[src/rtl/fifo_w_ctrl_if.sv]
// fifo_w_ctrl_if: write-side control bundle between the data source and the FIFO write controller
interface fifo_w_ctrl_if #(parameter int ADDR_W = 3);
    logic              w_en;
    logic [ADDR_W:0]   r_gray;
    logic [ADDR_W-1:0] w_addr;
    logic              w_full;
    logic              w_almost_full;
    logic [ADDR_W:0]   w_level;
    logic [ADDR_W:0]   w_gray;
    logic              w_ovf;
    modport master (output w_en, r_gray, input w_addr, w_full, w_almost_full, w_level, w_gray, w_ovf);
    modport slave  (input w_en, r_gray, output w_addr, w_full, w_almost_full, w_level, w_gray, w_ovf);
endinterface

[src/rtl/fifo_w_ctrl.sv]
// fifo_w_ctrl: write-domain pointer, full/almost-full/level flags and read-pointer synchronizer for a dual-clock FIFO
module fifo_w_ctrl #(
    parameter int ADDR_W    = 3,
    parameter int AF_MARGIN = 2
) (
    input logic           w_clk,
    input logic           w_rst_n,
    fifo_w_ctrl_if.slave  bus
);
    localparam int DEPTH = 1 << ADDR_W;
    localparam logic [ADDR_W:0] AF_TH = (ADDR_W+1)'(DEPTH - AF_MARGIN);

    logic [ADDR_W:0] bin_q, bin_d, gray_q, gray_d, wq1_q, wq2_q, rbin_s, level_q, level_d;
    logic            full_q, full_d, af_q, af_d, ovf_q, ovf_d, push;

    // Next pointer and flags; full compares against the read pointer shifted by DEPTH in Gray form
    always_comb begin
        push   = bus.w_en & ~full_q;
        bin_d  = bin_q + {{ADDR_W{1'b0}}, push};
        gray_d = bin_d ^ (bin_d >> 1);
        rbin_s = '0;
        for (int i = 0; i <= ADDR_W; i++) rbin_s[i] = ^(wq2_q >> i);
        full_d  = gray_d == {~wq2_q[ADDR_W:ADDR_W-1], wq2_q[ADDR_W-2:0]};
        level_d = bin_d - rbin_s;
        af_d    = level_d >= AF_TH;
        ovf_d   = ovf_q | (bus.w_en & full_q);
    end

    // State registers and two-flop synchronizer for the read-domain Gray pointer
    always_ff @(posedge w_clk) begin
        if (!w_rst_n) begin
            bin_q   <= '0;
            gray_q  <= '0;
            wq1_q   <= '0;
            wq2_q   <= '0;
            level_q <= '0;
            full_q  <= 1'b0;
            af_q    <= 1'b0;
            ovf_q   <= 1'b0;
        end else begin
            bin_q   <= bin_d;
            gray_q  <= gray_d;
            wq1_q   <= bus.r_gray;
            wq2_q   <= wq1_q;
            level_q <= level_d;
            full_q  <= full_d;
            af_q    <= af_d;
            ovf_q   <= ovf_d;
        end
    end

    assign bus.w_addr        = bin_q[ADDR_W-1:0];
    assign bus.w_gray        = gray_q;
    assign bus.w_level       = level_q;
    assign bus.w_full        = full_q;
    assign bus.w_almost_full = af_q;
    assign bus.w_ovf         = ovf_q;
endmodule

[src/flat_wrapper.sv]
// flat-port wrapper written by rule: the top's interface ports become plain ports
module fifo_w_ctrl_flat 
#(
    parameter int ADDR_W    = 3,
    parameter int AF_MARGIN = 2
)
  (w_clk, w_rst_n, bus_w_en, bus_r_gray, bus_w_addr, bus_w_full, bus_w_almost_full, bus_w_level, bus_w_gray, bus_w_ovf);
  fifo_w_ctrl_if #(.ADDR_W(ADDR_W)) bus_i ();
  input logic w_clk;
  input logic w_rst_n;
  input wire logic [$bits(bus_i.w_en)-1:0] bus_w_en;
  input wire logic [$bits(bus_i.r_gray)-1:0] bus_r_gray;
  output wire logic [$bits(bus_i.w_addr)-1:0] bus_w_addr;
  output wire logic [$bits(bus_i.w_full)-1:0] bus_w_full;
  output wire logic [$bits(bus_i.w_almost_full)-1:0] bus_w_almost_full;
  output wire logic [$bits(bus_i.w_level)-1:0] bus_w_level;
  output wire logic [$bits(bus_i.w_gray)-1:0] bus_w_gray;
  output wire logic [$bits(bus_i.w_ovf)-1:0] bus_w_ovf;
  assign bus_i.w_en = bus_w_en;
  assign bus_i.r_gray = bus_r_gray;
  assign bus_w_addr = bus_i.w_addr;
  assign bus_w_full = bus_i.w_full;
  assign bus_w_almost_full = bus_i.w_almost_full;
  assign bus_w_level = bus_i.w_level;
  assign bus_w_gray = bus_i.w_gray;
  assign bus_w_ovf = bus_i.w_ovf;
  fifo_w_ctrl #(.ADDR_W(ADDR_W), .AF_MARGIN(AF_MARGIN)) u_core (.w_clk(w_clk), .w_rst_n(w_rst_n), .bus(bus_i));
endmodule
[config.mk]
export PLATFORM = sky130hd
export DESIGN_NAME = fifo_w_ctrl_flat
export DESIGN_NICKNAME = d
export VERILOG_FILES = /design/src/rtl/fifo_w_ctrl_if.sv /design/src/rtl/fifo_w_ctrl.sv /design/src/flat_wrapper.sv
export SDC_FILE = /design/constraint.sdc
export NUM_CORES = 1
export LEC_CHECK = 0
export CORE_UTILIZATION = 42
export DETAILED_ROUTE_END_ITERATION = 8
export GPL_TIMING_DRIVEN = 0
export PLACE_DENSITY = 0.72
export SYNTH_ARGS = -nofsm -noshare
export SYNTH_HDL_FRONTEND = slang
export SYNTH_SLANG_ARGS = --single-unit
[constraint.sdc]
create_clock -name w_clk -period 2.1 [get_ports w_clk]
set_clock_uncertainty 0.05 [all_clocks]
set_input_delay 0.42 -clock w_clk [delete_from_list [all_inputs] [get_ports w_clk]]
set_output_delay 0.42 -clock w_clk [all_outputs]
set_load 0.005 [all_outputs]
# Yosys cells after proc, flatten, opt, wreduce, memory -nomap -nowiden
# Index checks and enable logic that the tools add are counted.
[word_totals]
out_inout_bits = 14
ff_bits = 23
wordCells = 22
inputBits = 7
[op_classes]
n_reduce_logical = 4
magnitude_cmp = 1
eq_ne = 1
addsub = 2
bitwise = 6
[ops]
columns = ["op", "count"]
rows = [
  ["parity 4 bit", 4],
  ["adder 4 x 1 -> 4 bit", 1],
  ["== test 4 bit", 1],
  [">= comparator 4 x 3 -> 1 bit (second input constant)", 1],
  ["subtractor 4 bit", 1],
  ["XOR 4 x 3 -> 4 bit", 1],
  ["bitwise AND 1 bit", 2],
  ["inverter 2 bit", 1],
  ["inverter 1 bit", 1],
  ["bitwise OR 1 bit", 1],
]

# Depth between registers and ports, before layout
[logic_depth]
ltp_word = 5
depth_mapped = 9
ltp_nobuf = 9

# Least setup slack after synthesis
# Ideal clock, no wire load.
[synth_timing]
path_type = "input -> register"
start = "input port bus_w_en"
end = "register u_core.af_q (netlist: u_core.bus.w_almost_full)"
path_buffers = 0
t_arrival_ns = 2.033
stages = 9
setup_slack_ns = -0.099
t_required_ns = 1.933
path_cell_list = "nor2b_1 ha_1 ha_1 xor2_1 ha_1 a21oi_1 o21ai_0 xor2_1 a22o_1"
[synth_between]
elab_chain_len = 4
[synth_rtl]
columns = ["item", "line", "text"]
rows = [
  ["start, declared", "flat_wrapper.sv:11", "input wire logic [$bits(bus_i.w_en)-1:0] bus_w_en;"],
  ["bitwise AND 1 bit", "fifo_w_ctrl.sv:18", "push = bus.w_en & ~full_q;"],
  ["adder 4 x 1 -> 4 bit", "fifo_w_ctrl.sv:19", "bin_d = bin_q + {{ADDR_W{1'b0}}, push};"],
  ["via u_core.bin_d[2]", "fifo_w_ctrl.sv:13", "logic [ADDR_W:0] bin_q, bin_d, gray_q, gray_d, wq1_q, wq2_q, rbin_s, level_q, level_d;"],
  ["subtractor 4 bit", "fifo_w_ctrl.sv:24", "level_d = bin_d - rbin_s;"],
  [">= comparator 4 x 3 -> 1 bit", "fifo_w_ctrl.sv:25", "af_d = level_d >= AF_TH;"],
  ["end signal, assigned", "fifo_w_ctrl.sv:38", "af_q <= 1'b0;"],
  ["end signal, assigned", "fifo_w_ctrl.sv:47", "af_q <= af_d;"],
  ["end, declared", "fifo_w_ctrl.sv:14", "logic full_q, full_d, af_q, af_d, ovf_q, ovf_d, push;"],
]
# The timed path passes the listed nets, and every way through them passes these cells.
# A chain may end at the register's enable or synchronous reset.

# Final worst setup path
# Same ends and word-level chain as after synthesis.

==> flow_summary.yaml <==
place:
  dpl.cell_count: 125
  dp_hpwl_um: 1160
  portBuffers: 20
  gp_congestion: 0.734
die:
  io_pins: 21
  fp.dieW_um: 47.1
  coreArea_sq_mm: 0.00182
  die_h_um: 47.1
  placementRows: 15
  start_util: 0.469
  die_area_sq_mm: 0.00222
hold_path:
  whs_endpoint: "u_core.wq2_q[3]$_SDFF_PN0_"
  min_path_cells: 1
  hp-start: "u_core.wq1_q[3]$_SDFF_PN0_"
  min_path_type: "reg -> reg"
yosys:
  synth-edff-count: 0
  ys_seq_elements: 22
  ys_seq_area_frac: 0.516
  synth_top_area_frac: 0.516
  ys_top_cells_by_area: "dfxtp_1, xnor2_1, and2_1"
  async_reset_ff_frac: 0
  yosysUniqueCellTypes: 17
  ys.flop_type: "dfxtp_1"
  synth_common_cells: "dfxtp_1, and2_1, xnor2_1, nor2_1, xor2_1"
  ys.warnings.count: 0
  synth_area_leader_cell: "dfxtp_1"
  syn_area_sq_um: 853
  yosysMostFrequentCell: "dfxtp_1"
  postSynthNetCount: 93
  syn_avg_cell_area_sq_um: 10.7
  syn_inst: 80
cts:
  cts_tree: "built"
  clkLatencyLatePin_ns: 0.29
  clk_pin_slew_ns: 0.11
  cts.htree.levels: 1
  numCtsBuffers: 3
  cts-root-buf: "clkbuf_4"
  clockBufferDepth: 2
  holdBufCountCts: 0
  cts.sinks: 22
timing:
  hold_ws_ns: 0.396
  setup_viol: 0
  tightest_slew_ns: 0.314
  period_share: 0.970
  period_minus_slack_ns: 2.04
  max_freq_mhz: 491
  fin_tns_setup_ns: 0
  rsz0062_at_grt: "yes"
  slew_viol_final: 0
  slew_headroom: 0.789
  hold_violations: 0
route:
  drtPass1Iterations: 4
  routed_wl_um: 1520
  route.vias.total: 607
  drcViolationCount: 0
  avgRoutedWirePerCell_um: 11.5
  vias_per_cell: 4.56
  antenna_left: 0
  drt_iter0_drc: 3
cells_and_area:
  antenna_cells: 0
  fin_cells: 133
  final_net_count: 123
  drive_gt1_frac: 0.213
  area_growth_pct: 46.9
global_route:
  grt.total_usage: 0.161
  antenna_found_initial: 0
  overflow: 0
  grt_pass1_vias: 556
  grt_first_pass_wirelength_um: 2370
  grt_max_degree: 12
critical_path:
  worstSetupStartpointType: "input port"
  cpMostUsedCell: "ha_4"
  crit_path_end_kind: "register"
  arrival_ns: 2.19
  path_class: "in -> reg"
  path_cells: "dlygate4sd2_1, nor2b_4, ha_4, ha_4, xor2_4, ha_4, a21oi_1, o21ai_1, xor2_1, a22o_1"
  worstPathRequired_ns: 2.25
  worst-path-buf-inv: 1
  reg2reg_slack_ns: 0.07
  crit_fanout: 3
  rr_endpoint: "u_core.bus.w_almost_full$_SDFF_PN0_"
  slowest_delay_ns: 0.27
  crit-reg2reg-launch: "u_core.wq2_q[3]$_SDFF_PN0_"
  reg2regPathDepth: 8
  slowest_stage: "ha_4"
  critPathTopFamily: "adder cells"
run_status:
  status: "finished, final reports clean"
pwr:
  vdd_drop_max_uv: 448
  p_per_area_mw_per_mm2: 727
  leakage_uw: 0.000492
flow_run:
  maxCapViolations: 0
## registers in the layout, summed over array words and instances (netlist names)
name / flops
u_core.bus.w_almost_full: 1
u_core.bus.w_full: 1
u_core.bus.w_level: 4
u_core.wq2_q: 4
u_core.wq1_q: 4
u_core.bin_q: 3
u_core.bus.w_ovf: 1
u_core.bus.w_gray: 4
## power breakdown
part           leakage [uW]  total, uW  internal [uW]  switching (uW)
sequential         0.000182        474            456            17.7
combinational      0.000296        256            153             104
clock             0.0000138        181           66.7             114
## area by class of cell
class | instances | area [sq um]
buffer | 1 | 3.75
clock buffer | 3 | 22.5
fill | 144 | 567
sequential | 22 | 445
multi-input combinational | 52 | 495
tap | 25 | 31.3
timing repair buffer | 25 | 236
inverter | 5 | 18.8
## placed cells by master, fill, tap and decap left out, drive strengths merged
| master | Yosys | routed |
|---|---|---|
| o21ai | 1 | 1 |
| a21boi | 1 | 1 |
| nand2 | 2 | 2 |
| nor2 | 8 | 8 |
| a22o | 1 | 1 |
| clkdlybuf4s50 | 0 | 19 |
| nand3 | 1 | 1 |
| nor2b | 1 | 1 |
| ha | 5 | 5 |
| xor2 | 6 | 6 |
| dfxtp | 22 | 22 |
| and2 | 12 | 12 |
| xnor2 | 10 | 10 |
| nor4 | 1 | 1 |
| clkbuf | 1 | 4 |
| a21oi | 2 | 2 |
| fa | 1 | 1 |
| dlygate4sd2 | 0 | 1 |
| buf | 0 | 5 |
| inv | 5 | 5 |
## through the flow
stage	utilization	area, sq um	power, uW	setup WS, ns
6_report	0.689	1250	911	0.0628
3_3_place_gp	0.608	1110	689	-0.578
4_1_cts	0.665	1210	895	0.00166
2_1_floorplan	-	876	600	0.0143
5_1_grt	0.689	1250	972	-0.0170
3_5_place_dp	0.608	1110	699	-0.627
## cell families after synthesis
kind of cell,synth area share
AOI/OAI and AO/OA,0.0367
xor gates and xnor gates,0.164
adders and majority gates,0.0968
buffers and inverters,0.0264
DFF,0.516
and+or+nand+nor,0.160
## worst max-delay path by stage
stage	from	to	slack (ns)	cells past startpoint
after global placement	bus_w_en	u_core.bus.w_almost_full$_SDFF_PN0_	-0.58	10
after detailed placement	bus_w_en	u_core.bus.w_almost_full$_SDFF_PN0_	-0.63	10
after global routing	u_core.wq2_q[3]$_SDFF_PN0_	u_core.bus.w_almost_full$_SDFF_PN0_	-0.02	8
after CTS	u_core.wq2_q[2]$_SDFF_PN0_	u_core.bus.w_almost_full$_SDFF_PN0_	0.002	8
final	bus_w_en	u_core.bus.w_almost_full$_SDFF_PN0_	0.06	10
after floorplan	bus_w_en	u_core.bus.w_almost_full$_SDFF_PN0_	0.01	9
## metal layers
metal,track usage,wire [um],share of wire,vias up
met3,0.0346,56,0.037,2
met1,0.179,638,0.42,279
met4,0.0686,12,0.0079,0
met2,0.294,815,0.54,19
met5,0,0,0,-
li1,-,-,-,307
## what timing repair did
item,CTS,global route
pin swaps,5,8
setup endpoints to repair,3,1
hold endpoints to repair,0,0
buffers inserted,3,2
resized for setup,9,8
Power figures use the tool's default switching activity.
